<file path="src/rtl/nexys_starship_pkg.sv">
// Shared definitions for the Nexys Starship binary-GCD engine:
// one-hot state encodings and the factor-of-2 counter width helper.
package nexys_starship_pkg;

   localparam logic [3:0] INIT = 4'b0001;
   localparam logic [3:0] SUB  = 4'b0010;
   localparam logic [3:0] MULT = 4'b0100;
   localparam logic [3:0] DONE = 4'b1000;

   // Enough bits to count every common factor of 2 a WIDTH-bit operand can hold.
   function automatic int cntw_for(input int width);
      return $clog2(width) + 1;
   endfunction

endpackage

</file>
<file path="src/rtl/nexys_starship_gcd_step.sv">
// Combinational reduction step of Stein's algorithm: next A, B and factor-of-2
// count for one SUB cycle, plus the terminal-condition flags.
module nexys_starship_gcd_step
   import nexys_starship_pkg::*;
#(
   parameter int WIDTH = 16,
   parameter int CNTW  = cntw_for(WIDTH)
) (
   input  logic [WIDTH-1:0] a_i,
   input  logic [WIDTH-1:0] b_i,
   input  logic [CNTW-1:0]  cnt_i,
   output logic [WIDTH-1:0] a_o,
   output logic [WIDTH-1:0] b_o,
   output logic [CNTW-1:0]  cnt_o,
   output logic             zero_o,
   output logic             both_zero_o,
   output logic             equal_o
);

   logic a_even;
   logic b_even;

   assign a_even = ~a_i[0];
   assign b_even = ~b_i[0];

   always_comb begin
      a_o         = a_i;
      b_o         = b_i;
      cnt_o       = cnt_i;
      zero_o      = (a_i == '0) || (b_i == '0);
      both_zero_o = (a_i == '0) && (b_i == '0);
      equal_o     = (a_i == b_i);

      // The caller gives zero and equality priority, so only A != B matters here.
      if (a_i < b_i) begin
         a_o = b_i;
         b_o = a_i;
      end else if (!a_even && !b_even) begin
         a_o = a_i - b_i;
      end else if (a_even && b_even) begin
         a_o   = a_i >> 1;
         b_o   = b_i >> 1;
         cnt_o = cnt_i + CNTW'(1);
      end else if (a_even) begin
         a_o = a_i >> 1;
      end else begin
         b_o = b_i >> 1;
      end
   end

endmodule

</file>
<file path="src/rtl/nexys_starship_gcd_param.sv">
// Parametrised binary-GCD engine with Start/Ack handshake, CEN single-stepping,
// optional one-cycle power-of-two restore, and coprime/zero-error/step outputs.
module nexys_starship_gcd_param
   import nexys_starship_pkg::*;
#(
   parameter int WIDTH     = 16,
   parameter int CNTW      = cntw_for(WIDTH),
   parameter int CYCW      = 16,
   parameter bit FAST_MULT = 1'b0
) (
   input  logic             Clk,
   input  logic             Reset,
   input  logic             CEN,
   input  logic             Start,
   input  logic             Ack,
   input  logic [WIDTH-1:0] Ain,
   input  logic [WIDTH-1:0] Bin,
   output logic [WIDTH-1:0] A,
   output logic [WIDTH-1:0] B,
   output logic [WIDTH-1:0] AB_GCD,
   output logic [CNTW-1:0]  i_count,
   output logic [CYCW-1:0]  Cycles,
   output logic             Coprime,
   output logic             ZeroErr,
   output logic             q_I,
   output logic             q_Sub,
   output logic             q_Mult,
   output logic             q_Done
);

   logic [3:0]       state_q, state_d;
   logic [WIDTH-1:0] a_q, a_d;
   logic [WIDTH-1:0] b_q, b_d;
   logic [WIDTH-1:0] gcd_q, gcd_d;
   logic [CNTW-1:0]  cnt_q, cnt_d;
   logic [CYCW-1:0]  cyc_q, cyc_d;
   logic             zerr_q, zerr_d;

   logic [WIDTH-1:0] step_a;
   logic [WIDTH-1:0] step_b;
   logic [CNTW-1:0]  step_cnt;
   logic             step_zero;
   logic             step_both_zero;
   logic             step_equal;
   logic [CYCW-1:0]  cyc_inc;

   nexys_starship_gcd_step #(
      .WIDTH (WIDTH),
      .CNTW  (CNTW)
   ) u_step (
      .a_i         (a_q),
      .b_i         (b_q),
      .cnt_i       (cnt_q),
      .a_o         (step_a),
      .b_o         (step_b),
      .cnt_o       (step_cnt),
      .zero_o      (step_zero),
      .both_zero_o (step_both_zero),
      .equal_o     (step_equal)
   );

   // Step counter saturates rather than wrapping so long runs stay monotonic.
   assign cyc_inc = (&cyc_q) ? cyc_q : cyc_q + CYCW'(1);

   always_comb begin
      state_d = state_q;
      a_d     = a_q;
      b_d     = b_q;
      gcd_d   = gcd_q;
      cnt_d   = cnt_q;
      cyc_d   = cyc_q;
      zerr_d  = zerr_q;

      case (state_q)
         INIT: begin
            a_d    = Ain;
            b_d    = Bin;
            gcd_d  = '0;
            cnt_d  = '0;
            cyc_d  = '0;
            zerr_d = 1'b0;
            if (Start) begin
               state_d = SUB;
            end
         end

         SUB: begin
            if (CEN) begin
               cyc_d = cyc_inc;
               if (step_zero) begin
                  gcd_d   = a_q | b_q;
                  zerr_d  = step_both_zero;
                  state_d = DONE;
               end else if (step_equal) begin
                  gcd_d   = a_q;
                  state_d = (cnt_q == '0) ? DONE : MULT;
               end else begin
                  a_d   = step_a;
                  b_d   = step_b;
                  cnt_d = step_cnt;
               end
            end
         end

         MULT: begin
            if (CEN) begin
               cyc_d = cyc_inc;
               if (FAST_MULT) begin
                  gcd_d   = gcd_q << cnt_q;
                  cnt_d   = '0;
                  state_d = DONE;
               end else begin
                  gcd_d = gcd_q << 1;
                  cnt_d = cnt_q - CNTW'(1);
                  // <= 1 rather than == 1 so a corrupted zero count cannot wrap forever.
                  if (cnt_q <= CNTW'(1)) begin
                     state_d = DONE;
                  end
               end
            end
         end

         DONE: begin
            if (Ack) begin
               state_d = INIT;
            end
         end

         default: begin
            state_d = INIT;
         end
      endcase
   end

   always_ff @(posedge Clk or posedge Reset) begin
      if (Reset) begin
         state_q <= INIT;
         a_q     <= '0;
         b_q     <= '0;
         gcd_q   <= '0;
         cnt_q   <= '0;
         cyc_q   <= '0;
         zerr_q  <= 1'b0;
      end else begin
         state_q <= state_d;
         a_q     <= a_d;
         b_q     <= b_d;
         gcd_q   <= gcd_d;
         cnt_q   <= cnt_d;
         cyc_q   <= cyc_d;
         zerr_q  <= zerr_d;
      end
   end

   assign {q_Done, q_Mult, q_Sub, q_I} = state_q;

   assign A       = a_q;
   assign B       = b_q;
   assign AB_GCD  = gcd_q;
   assign i_count = cnt_q;
   assign Cycles  = cyc_q;
   assign ZeroErr = zerr_q;
   assign Coprime = q_Done & (gcd_q == WIDTH'(1));

endmodule

</file>
<file path="config.mk">
export PLATFORM = sky130hd
export DESIGN_NAME = nexys_starship_gcd_param
export DESIGN_NICKNAME = d
export VERILOG_FILES = /design/src/rtl/nexys_starship_pkg.sv /design/src/rtl/nexys_starship_gcd_step.sv /design/src/rtl/nexys_starship_gcd_param.sv
export SDC_FILE = /design/constraint.sdc
export NUM_CORES = 1
export LEC_CHECK = 0
export ABC_CLOCK_PERIOD_IN_PS = 6050
export BUFFER_PORTS_ARGS = -buffer_cell sky130_fd_sc_hd__buf_2
export CORE_MARGIN = 1
export CORE_UTILIZATION = 55
export CTS_BUF_LIST = sky130_fd_sc_hd__clkbuf_8
export DETAILED_ROUTE_END_ITERATION = 8
export PLACE_DENSITY = 0.91
export SLEW_MARGIN = 5
export SYNTH_ARGS = -nofsm -noshare
export SYNTH_HDL_FRONTEND = slang
export SYNTH_SLANG_ARGS = --single-unit
</file>
<file path="constraint.sdc">
create_clock -name Clk -period 6.05 [get_ports Clk]
set_clock_uncertainty 0.05 [all_clocks]
set_input_delay 1.21 -clock Clk [delete_from_list [all_inputs] [get_ports Clk]]
set_output_delay 1.21 -clock Clk [all_outputs]
set_load 0.02 [all_outputs]
</file>
# Word level (Yosys, flattened, before mapping)
# Cells that the tools add are included.
[word_totals]
register_bits = 74
elab_cells = 105
[classes]
muxes = 44
n_lt_le_gt_ge = 2
n_reduce_logical = 20
bitwise_logic = 4
addsub = 4
eq_ne = 23
[op_table]
columns = ["cell", "count"]
rows = [
  ["16-bit two-way mux", 20],
  ["16-bit one-hot mux with 2 select lines", 3],
  ["16-bit one-hot mux with 3 select lines", 1],
  ["5-bit two-way mux", 7],
  ["16-bit logical NOT", 2],
  ["4-bit two-way mux", 8],
  ["2-bit != test, second input constant", 11],
  ["16-bit by 1-bit adder with 16-bit output, second input constant", 1],
  ["16-bit by 1-bit == test with 1-bit output, second input constant", 1],
  ["16-bit == test", 1],
  ["16-bit less-than comparator", 1],
  ["16-bit bitwise OR", 1],
  ["4-bit one-hot mux with 4 select lines", 1],
  ["16-bit AND reduction", 1],
  ["16-bit subtractor", 1],
  ["5-bit one-hot mux with 3 select lines", 1],
  ["6-bit AND reduction", 2],
  ["4-bit AND reduction", 2],
  ["8-bit AND reduction", 1],
  ["3-bit AND reduction", 2],
  ["5-bit by 1-bit adder with 5-bit output, second input constant", 1],
  ["5-bit by 1-bit <= comparator with 1-bit output, second input constant", 1],
  ["5-bit logical NOT", 1],
  ["5-bit by 2-bit != test with 1-bit output, second input constant", 1],
  ["19 further kinds", 25],
]

# Longest topological paths before layout
# Gate-level depths: netlist of run 1.
[logic_depth]
word_depth = 9
depth_mapped = 15
ltp_nobuf = 11

# Modules after synthesis
# Synthesis of run 1 repeated with hierarchy kept, for this count alone.
[unflattened]
cells_unflattened = 746
area_unflattened_um2 = 5876.9
[by_module_without_submodules]
columns = ["mod", "area_each_um2", "n_inst", "cells_per_inst"]
rows = [
  ["nexys_starship_gcd_param", 3917.5, 1, 439],
  ["nexys_starship_gcd_step", 1959.4, 1, 307],
]

# Worst setup path after synthesis of run 1
# No wires, ideal clock.
[synth_timing]
path_type = "reg2reg"
start = "register a_q[0], in the netlist A[0]"
end = "register b_q[2], in the netlist B[2]"
required_ns = 5.882
stages_incl_launch_ff = 15
arrival_ns = 3.134
path_buffers = 3
path_slack_ns = 2.748
setup_time_ns = 0.118
cell_sequence = "dfrtp_1 clkbuf_1 inv_1 ha_1 fa_1 nor3_1 o31ai_4 a31oi_2 or3_1 buf_4 nand2_4 o21ai_2 buf_2 a211oi_1 a21o_1"
[synth_via]
elab_chain_len = 9
elab_cells_between_ends = 19
classes_between = "order compare: 1; eq/ne: 5; mux: 7; bitwise: 1; reduce/logical: 5"
[synth_lines]
columns = ["item", "line_no", "text"]
rows = [
  ["start, declared", "nexys_starship_gcd_param.sv:32", "logic [WIDTH-1:0] a_q, a_d;"],
  ["start signal, assigned", "nexys_starship_gcd_param.sv:138", "a_q <= '0;"],
  ["start signal, assigned", "nexys_starship_gcd_param.sv:146", "a_q <= a_d;"],
  ["parallel branches: the longest is 9 deep, another holds 16-bit less-than comparator", "-", ""],
  ["end signal, assigned", "nexys_starship_gcd_param.sv:139", "b_q <= '0;"],
  ["end signal, assigned", "nexys_starship_gcd_param.sv:147", "b_q <= b_d;"],
  ["end, declared", "nexys_starship_gcd_param.sv:33", "logic [WIDTH-1:0] b_q, b_d;"],
]
# Several ways; the timed one is not identified. The select of a mux whose other input is x is not followed.
# A chain may end at the register's enable or synchronous reset.

# Worst setup path after layout of run 1
[layout_timing]
start = "register a_q[0], in the netlist A[0]"
end = "register b_q[14], in the netlist B[14]"
# Same word-level chain as after synthesis.

==> flow_metrics.tcl, run 1 <==
set metrics [dict create \
    crit_path_cell_trace "inv_1, ha_1, fa_1, nor3_1, o31ai_4, a31oi_2, or3_1, nand2_4, o21ai_2, a211oi_1, a21o_1" \
    cpPeakStageDelay_ns 0.99 \
    cts_buffer_depth 2 \
    numCtsBuffers 9 \
    htreeDepth 3 \
    peakVddDrop_mv 0.392 \
    ys_types 64 \
    rsz0062_at_grt "false" \
    clk_latency_ns 0.37 \
    synth_top_area_frac 0.323 \
    utilization 0.656 \
    final_cell_mix "buf_2, nor2_1, dfrtp_1" \
    relSlewSlack 0.161 \
    dr_total_vias 5677 \
    drc_errors 0 \
    clk_pin_slew_ns 0.09 \
    final_area_mm2 0.00647 \
    antenna_found_initial 0 \
    end_kind "flop" \
    crit_cells 11 \
    cts_hold_buf 0 \
    ff2ff_path_depth 11 \
    synthCells 688 \
    ys_ff_latch 74 \
    ys.flop_type "dfrtp_1" \
    ctsRootBufferMaster "clkbuf_8" \
    hold_path_class "reg2reg" \
    crit_slowest_cell "o21ai_2" \
    vias_per_cell 6.19 \
    finalCritPeriodShare 0.648 \
    final_antenna_net_count 0 \
    grt_max_degree 75 \
    finalWorstSetupSlack_ns 2.13 \
    outcome "finished clean" \
    synth-edff-count 0 \
    ios 112 \
    hpwl_um 11800 \
    final_common_cell "buf_2" \
    final_cells 917 \
    syn_area_mm2 0.00566 \
    reg2reg_setup_slack_ns 2.13 \
    r2r-end "B[14]" \
    worstMarginPinSlew_ns 1.26 \
    grt_pass1_wl_um 26300 \
    fp.coreArea_mm2 0.00986 \
    setup.worst_path.end "B[14]" \
    drive_gt1_frac 0.199 \
    yosysTopAreaCell "dfrtp_1" \
    yosysSeqAreaShare 0.328 \
    wl_per_cell_um 18.1 \
    drtIter0Drc 426 \
    overflow 0 \
    diodes 0 \
    p_per_area_mw_per_mm2 687 \
    multi_input_area_mm2 0.00343 \
    wl_um 16600 \
    ys_top_cells_by_area "dfrtp_1, ha_1, nor2_1" \
    critical-path-top-delay-family "compound AO/OA/AOI/OAI gates" \
    seqCellArea_mm2 0.00185 \
    io_buffers 111 \
    place_ws_ns 2.12 \
    hold_viol_final 0 \
    tns_ns 0 \
    cp-start-kind "flop" \
    die_h_um 103 \
    tritoncts "built" \
    required_ns 6.26 \
    clkSinkCount 74 \
    synth.avg_cell_area_um2 8.22 \
    crit_type "reg2reg" \
    std_cell_rows 36 \
    worst-path-max-fanout 31 \
    syn_to_final_growth_pct 14.4 \
    hold_start "ZeroErr" \
    ctsResizeCount 0 \
    period_needed_ns 3.92 \
    synthesis.nets 764 \
    fmax_ghz 0.255 \
    final_nets 855 \
    gp_congestion 0.951 \
    finalSetupViolCount 0 \
    dieArea_mm2 0.0107 \
    yosysWarnings 0 \
    leakage_nw 3.13 \
    whs_ns 0.461 \
    post_cts_buffers 0 \
    n_fill_cell 853 \
    maxSlewViolCount 0 \
    fin_total_pwr_mw 4.45 \
    initial_core_util 0.573 \
    drtPass1Iterations 5 \
    grt_pass1_vias 5312 \
    track_usage 0.322 \
    place_area_mm2 0.00628 \
    cp-startpoint "A[0]" \
    dp_cells 901 \
    arrival_ns 4.13 \
    critPathBufInv 1 \
    synth-async-reset-ratio 1.00 \
    r2r-start "A[0]" \
    drv_cap 0 \
    die_x_um 103 \
]
## cell usage after synthesis, types with 6 or more instances
cell type   n
xor2_1     11
clkbuf_1   24
dfrtp_1    73
nand4_1     6
xnor2_1    14
ha_1       38
nand3_1    12
buf_2      10
nor2_1     84
and3_1      7
a211oi_1   33
nor3_1     11
a22oi_1     8
a221o_1    13
inv_1      52
nand2_1    58
o21ai_0    38
a21o_1     22
a21oi_1    60
nor4_1     16
nor2b_1     6
o211ai_1   15
## worst min path at each step
stage                  to  depth (start not counted)  slack, ns
2_1_floorplan     ZeroErr                          1       0.54
3_3_place_gp   AB_GCD[15]                          2       0.44
3_5_place_dp      ZeroErr                          1       0.44
4_1_cts           ZeroErr                          1       0.46
5_1_grt           ZeroErr                          1       0.47
6_report          ZeroErr                          1       0.46
## layout make-up
class                   count  area share
inverters                  52      0.0302
repair buffers            121      0.0974
clock buffers               9      0.0191
clock inverters             7      0.0106
well taps                 133      0.0257
flip-flops and latches     74       0.286
multi-input cells         521       0.531
## state kept, by name (all words and copies together), names as in the netlist
register  flops
AB_GCD       16
ZeroErr       1
state_q       4
i_count       5
Cycles       16
B            16
A            16
## logic make-up (layout without fill, tap and decap cells)
group | Yosys count | after routing | synth area share
buf+inv | 93 | 189 | 0.0672
compound gates | 234 | 234 | 0.284
flops | 74 | 74 | 0.328
xor+xnor | 25 | 25 | 0.0387
mux | 1 | 1 | 0.00177
fa+ha+maj | 39 | 39 | 0.0876
simple gates | 222 | 222 | 0.193
## worst reg2reg max path: stages (launching register included)
cell	delay [ns]
dfrtp_1	0.53
inv_1	0.14
ha_1	0.26
fa_1	0.40
nor3_1	0.41
o31ai_4	0.13
a31oi_2	0.27
or3_1	0.21
nand2_4	0.08
o21ai_2	0.99
a211oi_1	0.14
a21o_1	0.22
## per-layer routing
layer  share of wire  track usage
met4           0.018        0.132
met1            0.43        0.442
met2            0.48        0.514
met5               0            0
met3           0.073       0.0423
## report_power, final
| group | leakage (nW) | switching (mW) | internal, mW |
|---|---|---|---|
| clock | 0.0954 | 0.209 | 0.190 |
| combinational | 2.08 | 1.94 | 1.10 |
| sequential | 0.958 | 0.328 | 0.679 |
Note: power is estimated with default switching activity, not from simulation.
==> inputs of run 2 (changes only) <==
--- a/config.mk
+++ b/config.mk
@@ -5,13 +5,14 @@
 export SDC_FILE = /design/constraint.sdc
 export NUM_CORES = 1
 export LEC_CHECK = 0
-export ABC_CLOCK_PERIOD_IN_PS = 6050
+export ABC_AREA = 1
+export ABC_CLOCK_PERIOD_IN_PS = 3300
 export BUFFER_PORTS_ARGS = -buffer_cell sky130_fd_sc_hd__buf_2
 export CORE_MARGIN = 1
-export CORE_UTILIZATION = 55
+export CORE_UTILIZATION = 53
 export CTS_BUF_LIST = sky130_fd_sc_hd__clkbuf_8
 export DETAILED_ROUTE_END_ITERATION = 8
-export PLACE_DENSITY = 0.91
+export PLACE_DENSITY = 0.9
 export SLEW_MARGIN = 5
 export SYNTH_ARGS = -nofsm -noshare
 export SYNTH_HDL_FRONTEND = slang
==> constraint.sdc (replaced) <==
create_clock -name Clk -period 3.3 [get_ports Clk]
set_clock_uncertainty 0.05 [all_clocks]
set_input_delay 0.66 -clock Clk [delete_from_list [all_inputs] [get_ports Clk]]
set_output_delay 0.66 -clock Clk [all_outputs]
set_load 0.02 [all_outputs]
==> run 2 against run 1 <==
Compared with the run above:
- sequential share of layout area decreased by 2.6 points
- die area rose by 14%
- synthesized cell count up 41%
- core utilization decreased by 3.6 points
- highest routed layer unchanged
==> flow_metrics.tcl, run 2 <==
set metrics [dict create \
    outcome "finished clean" \
    ys_ff_latch 74 \
    hold_path_class "in2async" \
    end_kind "flop" \
    wl_met1_um 8250 \
    diodes 0 \
    r2r-end "A[8]" \
    final_common_cell "nand2_1" \
    tns_ns 0 \
    yosysSeqAreaShare 0.297 \
    die_x_um 111 \
    ctsResizeCount 0 \
    routed-wl-met2_um 8200 \
    numCtsBuffers 9 \
    antenna_found_initial 0 \
    overflow 0 \
    synth_top_family_by_area "simple AND/OR/NAND/NOR gates" \
    grt_max_degree 75 \
    drive_gt1_frac 0.172 \
    drtPass1Iterations 5 \
    ys_top_cells_by_area "dfrtp_1, nand2_1, nand3_1" \
    wl_per_cell_um 15.1 \
    hpwl_um 14200 \
    tritoncts "built" \
    grt_pass1_vias 6233 \
    yosysTopAreaCell "dfrtp_1" \
    ys.flop_type "dfrtp_1" \
    htreeDepth 3 \
    leakage_nw 3.85 \
    clkSinkCount 74 \
    fin_total_pwr_mw 7.97 \
    worst-path-max-fanout 16 \
    std_cell_rows 39 \
    hold_viol_final 0 \
    setup.worst_path.end "A[8]" \
    synth-edff-count 0 \
    syn_area_mm2 0.00625 \
    wl_um 18400 \
    rsz0062_at_grt "false" \
    synth-compound-area-share 0.114 \
    ctsRootBufferMaster "clkbuf_8" \
    synthCells 969 \
    cp-startpoint "A[0]" \
    synth_top_area_frac 0.292 \
    cts_hold_buf 0 \
    met3_length_um 1570 \
    final_nets 1150 \
    syn_to_final_growth_pct 13.9 \
    p_per_area_mw_per_mm2 1120 \
    drc_errors 0 \
    maxSlewViolCount 0 \
    finalSetupViolCount 0 \
    synth.area.mux_share 0 \
    final_antenna_net_count 0 \
    synth_fa_ha_area_frac 0.0793 \
    ff2ff_path_depth 15 \
    drtIter0Drc 618 \
    arrival_ns 3.25 \
    clk_pin_slew_ns 0.08 \
    dr_total_vias 6783 \
    ys_types 42 \
    period_needed_ns 3.03 \
    top_layer "met4" \
    worstMarginPinSlew_ns 0.558 \
    swShare 0.584 \
    r2r-start "A[0]" \
    track_usage 0.309 \
    synth_common_cells "nand2_1, inv_1, nand3_1" \
    final_cell_mix "nand2_1, inv_1, nand3_1" \
    sequentialPowerShare 0.214 \
    p_int_mw 3.32 \
    vias_per_cell 5.55 \
    yosysMostFrequentCell "nand2_1" \
    die_h_um 111 \
    post_cts_buffers 0 \
    power_frac_comb 0.694 \
    p_sw_mw 4.66 \
    reg2reg_setup_slack_ns 0.27 \
    relSlewSlack 0.627 \
    yosys.area_share.simple 0.383 \
    finalCritPeriodShare 0.918 \
    synth-async-reset-ratio 1.00 \
    ios 112 \
    synth.avg_cell_area_um2 6.45 \
    synthesis.nets 1045 \
    cp-start-kind "flop" \
    io_buffers 111 \
    peakVddDrop_mv 0.625 \
    initial_core_util 0.545 \
    gp_congestion 0.975 \
    yosysWarnings 0 \
    fp.coreArea_mm2 0.0115 \
    required_ns 3.52 \
    crit_type "reg2reg" \
    yosys.area_share.xor_xnor 0.0140 \
    grt_pass1_wl_um 30600 \
    drv_cap 0 \
    dieArea_mm2 0.0122 \
    fmax_ghz 0.330 \
    clk_latency_ns 0.38 \
    clockPowerShare 0.092 \
    cts_buffer_depth 2 \
]
==> run 2: cell count changes after synthesis, sizes merged, moves of 14 or more <==
cell	before	now
nand3	12	117
inv	52	138
nor2	84	116
nand2	59	278
o21ai	40	59
a21o	22	0
a21oi	60	44
nor4	19	4
xnor2	14	0
a211oi	33	0
o211ai	15	0
==> run 2: worst min-delay path by stage <==
stage	startpoint	to	slack, ns	cells after the start
3_3_place_gp	AB_GCD[15]	AB_GCD[15]	0.45	2
3_5_place_dp	AB_GCD[15]	AB_GCD[15]	0.46	2
2_1_floorplan	AB_GCD[15]	AB_GCD[15]	0.56	2
5_1_grt	Reset	ZeroErr	0.33	3
6_report	Reset	i_count[0]	0.31	3
4_1_cts	Reset	Cycles[6]	0.31	3
==> run 2: power by group through the flow <==
| stage | sequential [mW] | combinational (mW) | clock (mW) |
|---|---|---|---|
| finish | 1.71 | 5.53 | 0.731 |
| global route | 1.76 | 6.14 | 0.774 |
| CTS | 1.69 | 5.43 | 0.739 |
| detailed placement | 1.70 | 5.40 | 0 |
| global placement | 1.69 | 5.33 | 0 |
| floorplan | 1.99 | 3.70 | 0 |
==> run 2: metrics by stage <==
step	instances	setup WS (ns)	hold slack (ns)	util	cell area (um2)
4_1_cts	1222	0.299	0.312	0.620	7110
2_1_floorplan	969	0.702	0.557	-	6250
5_1_grt	1222	0.0234	0.332	0.620	7110
3_5_place_dp	1206	0.345	0.457	0.603	6920
6_report	1222	0.271	0.308	0.620	7110
3_3_place_gp	1206	0.422	0.446	0.603	6920
==> run 2: layout make-up <==
type	instances	area, um2
Tap cell	143	179
Clock buffer	9	124
Inverter	140	531
Sequential cell	74	1850
Fill cell	1061	4350
Multi-Input combinational cell	725	3690
Timing Repair Buffer	124	669
Clock inverter	7	68.8
==> run 2: cells by family (layout without fill, tap and decap cells) <==
logic type,Yosys count,after routing
simple gates,553,553
compound gates,123,123
buf+inv,170,280
fa+ha+maj,39,39
xor+xnor,10,10
flops,74,74
==> run 2: layer usage <==
metal	global-route usage	up-vias
met1	0.436	3086
li1	-	3323
met3	0.0543	39
met4	0.0924	0
met2	0.482	335
met5	0	-
==> run 2: worst max-delay path: stages, from the launching register on <==
cell and delay (ns):
dfrtp_1 0.50, inv_1 0.17, ha_1 0.26, fa_1 0.39, inv_1 0.10, nand2_1 0.08, nand2_1 0.09, nand4_1 0.13
nand2_1 0.14, nand2_1 0.08, nand2_1 0.25, nand2_1 0.16, nand2_4 0.21, inv_4 0.14, nor2_2 0.12, a21oi_2 0.04
==> inputs of run 3 (changes only) <==
--- a/config.mk
+++ b/config.mk
@@ -8,12 +8,12 @@
 export ABC_AREA = 1
 export ABC_CLOCK_PERIOD_IN_PS = 3300
 export BUFFER_PORTS_ARGS = -buffer_cell sky130_fd_sc_hd__buf_2
+export CORE_ASPECT_RATIO = 1.5
 export CORE_MARGIN = 1
 export CORE_UTILIZATION = 53
 export CTS_BUF_LIST = sky130_fd_sc_hd__clkbuf_8
 export DETAILED_ROUTE_END_ITERATION = 8
 export PLACE_DENSITY = 0.9
-export SLEW_MARGIN = 5
 export SYNTH_ARGS = -nofsm -noshare
 export SYNTH_HDL_FRONTEND = slang
 export SYNTH_SLANG_ARGS = --single-unit
==> run 3 against run 2 <==
Compared with the run above:
- clock power is 15% higher
- critical endpoint is now B[0]
- cell count is 1.5% higher
- via count up 2.8%
- first-iteration DRC count down 14%
- highest routed layer unchanged
- register-to-register slack about the same
- maximum frequency up 0.15%
- count of clock-buffer cells in the layout is 3 higher
- combinational power grew 4.7%
- critical path depth is 1 higher
- global-route usage increased by 1.3 points
- die area is essentially flat
==> flow_metrics.tcl, run 3 (same netlist as run 2, synthesis figures left out) <==
set metrics [dict create \
    cts_hold_buf 0 \
    maxSlewViolCount 0 \
    worst_path_most_repeated_cell "nand2_1" \
    period_needed_ns 3.02 \
    drtIter0Drc 530 \
    finalCritPeriodShare 0.917 \
    cts_buffer_depth 2 \
    finalWorstSetupSlack_ns 0.276 \
    initial_core_util 0.545 \
    ctsRootBufferMaster "clkbuf_8" \
    post_cts_buffers 0 \
    fp.coreArea_mm2 0.0115 \
    diodes 0 \
    vias_per_cell 5.62 \
    r2r-start "A[0]" \
    clkSinkCount 74 \
    worstMarginPinSlew_ns 0.764 \
    grt_max_degree 40 \
    drive_gt1_frac 0.179 \
    hpwl_um 15000 \
    wl_per_cell_um 15.5 \
    dieArea_mm2 0.0122 \
    leakage_nw 3.93 \
    crit_slowest_cell "dfrtp_1" \
    end_kind "flop" \
    crit_type "reg2reg" \
    grt_pass1_wl_um 31300 \
    overflow 0 \
    track_usage 0.321 \
    htreeDepth 3 \
    drv_cap 0 \
    final_antenna_net_count 0 \
    clk_pin_slew_ns 0.08 \
    dr_total_vias 6972 \
    final_cell_mix "nand2_1, inv_1, nand3_1" \
    clk_latency_ns 0.37 \
    wl_um 19300 \
    critical-path-top-delay-family "simple AND/OR/NAND/NOR gates" \
    tns_ns 0 \
    ctsResizeCount 0 \
    rsz0062_at_grt "false" \
    finalSetupViolCount 0 \
    tritoncts "built" \
    required_ns 3.51 \
    final_nets 1161 \
    std_cell_rows 48 \
    cp-start-kind "flop" \
    critPathBufInv 4 \
    crit_path_cell_trace "inv_1, ha_1, fa_1, inv_1, nand2_1, nand2_1, nand4_1, nand2_1, nand2_1, nand2_1, buf_4, nand2_1, nand2_4, inv_4, nand2_1, nand2_1" \
    hold_viol_final 0 \
    antenna_found_initial 0 \
    peakVddDrop_mv 0.743 \
    syn_to_final_growth_pct 15.9 \
    cpPeakStageDelay_ns 0.51 \
    drc_errors 0 \
    die_x_um 90.6 \
    outcome "finished clean" \
    relSlewSlack 0.490 \
    fmax_ghz 0.331 \
    r2r-end "B[0]" \
    hold_path_class "in2async" \
    numCtsBuffers 9 \
    final_common_cell "nand2_1" \
    place_ws_ns 0.360 \
    worst-path-max-fanout 17 \
    die_h_um 135 \
    drtPass1Iterations 5 \
    arrival_ns 3.24 \
    ios 112 \
    io_buffers 111 \
    gp_congestion 1.07 \
    ff2ff_path_depth 16 \
    grt_pass1_vias 6627 \
    p_per_area_mw_per_mm2 1140 \
    fin_total_pwr_mw 8.28 \
    reg2reg_setup_slack_ns 0.28 \
]
## run 3: report_power, final
part,leakage (nW),switching (mW),internal (mW)
logic,2.86,3.97,1.81
registers,0.952,0.413,1.24
clock network,0.125,0.355,0.483
## run 3: per-layer routing
layer	global-route usage	routed length (um)
met1	0.353	7160
met2	0.573	9700
met3	0.0479	1350
met4	0.209	1060
met5	0	0
## run 3: stage by stage
step           instances  utilization  hold WS, ns  instance area [um2]
5_1_grt             1240        0.631        0.439                 7240
2_1_floorplan        969            -        0.557                 6250
4_1_cts             1240        0.631        0.405                 7240
6_report            1240        0.631        0.377                 7240
3_5_place_dp        1224        0.611        0.449                 7010
3_3_place_gp        1224        0.611        0.463                 7010
## run 3: worst max path at each step
stage          startpoint    endpoint  slack, ns  depth (start not counted)
2_1_floorplan        A[0]  i_count[1]       0.70                         16
3_5_place_dp         A[0]        B[1]       0.36                         16
5_1_grt              A[0]        B[8]       0.07                         16
3_3_place_gp         A[0]       B[10]       0.39                         16
6_report             A[0]        B[0]       0.28                         16
4_1_cts              A[0]        B[8]       0.32                         16
## run 3: layout make-up
class / instances / area, um2
clock buffer: 12 / 165
clock inverter: 4 / 67.6
fill: 1091 / 4230
inverter: 140 / 531
multi-input combinational: 725 / 3690
sequential: 74 / 1850
tap: 150 / 188
timing repair buffer: 135 / 748
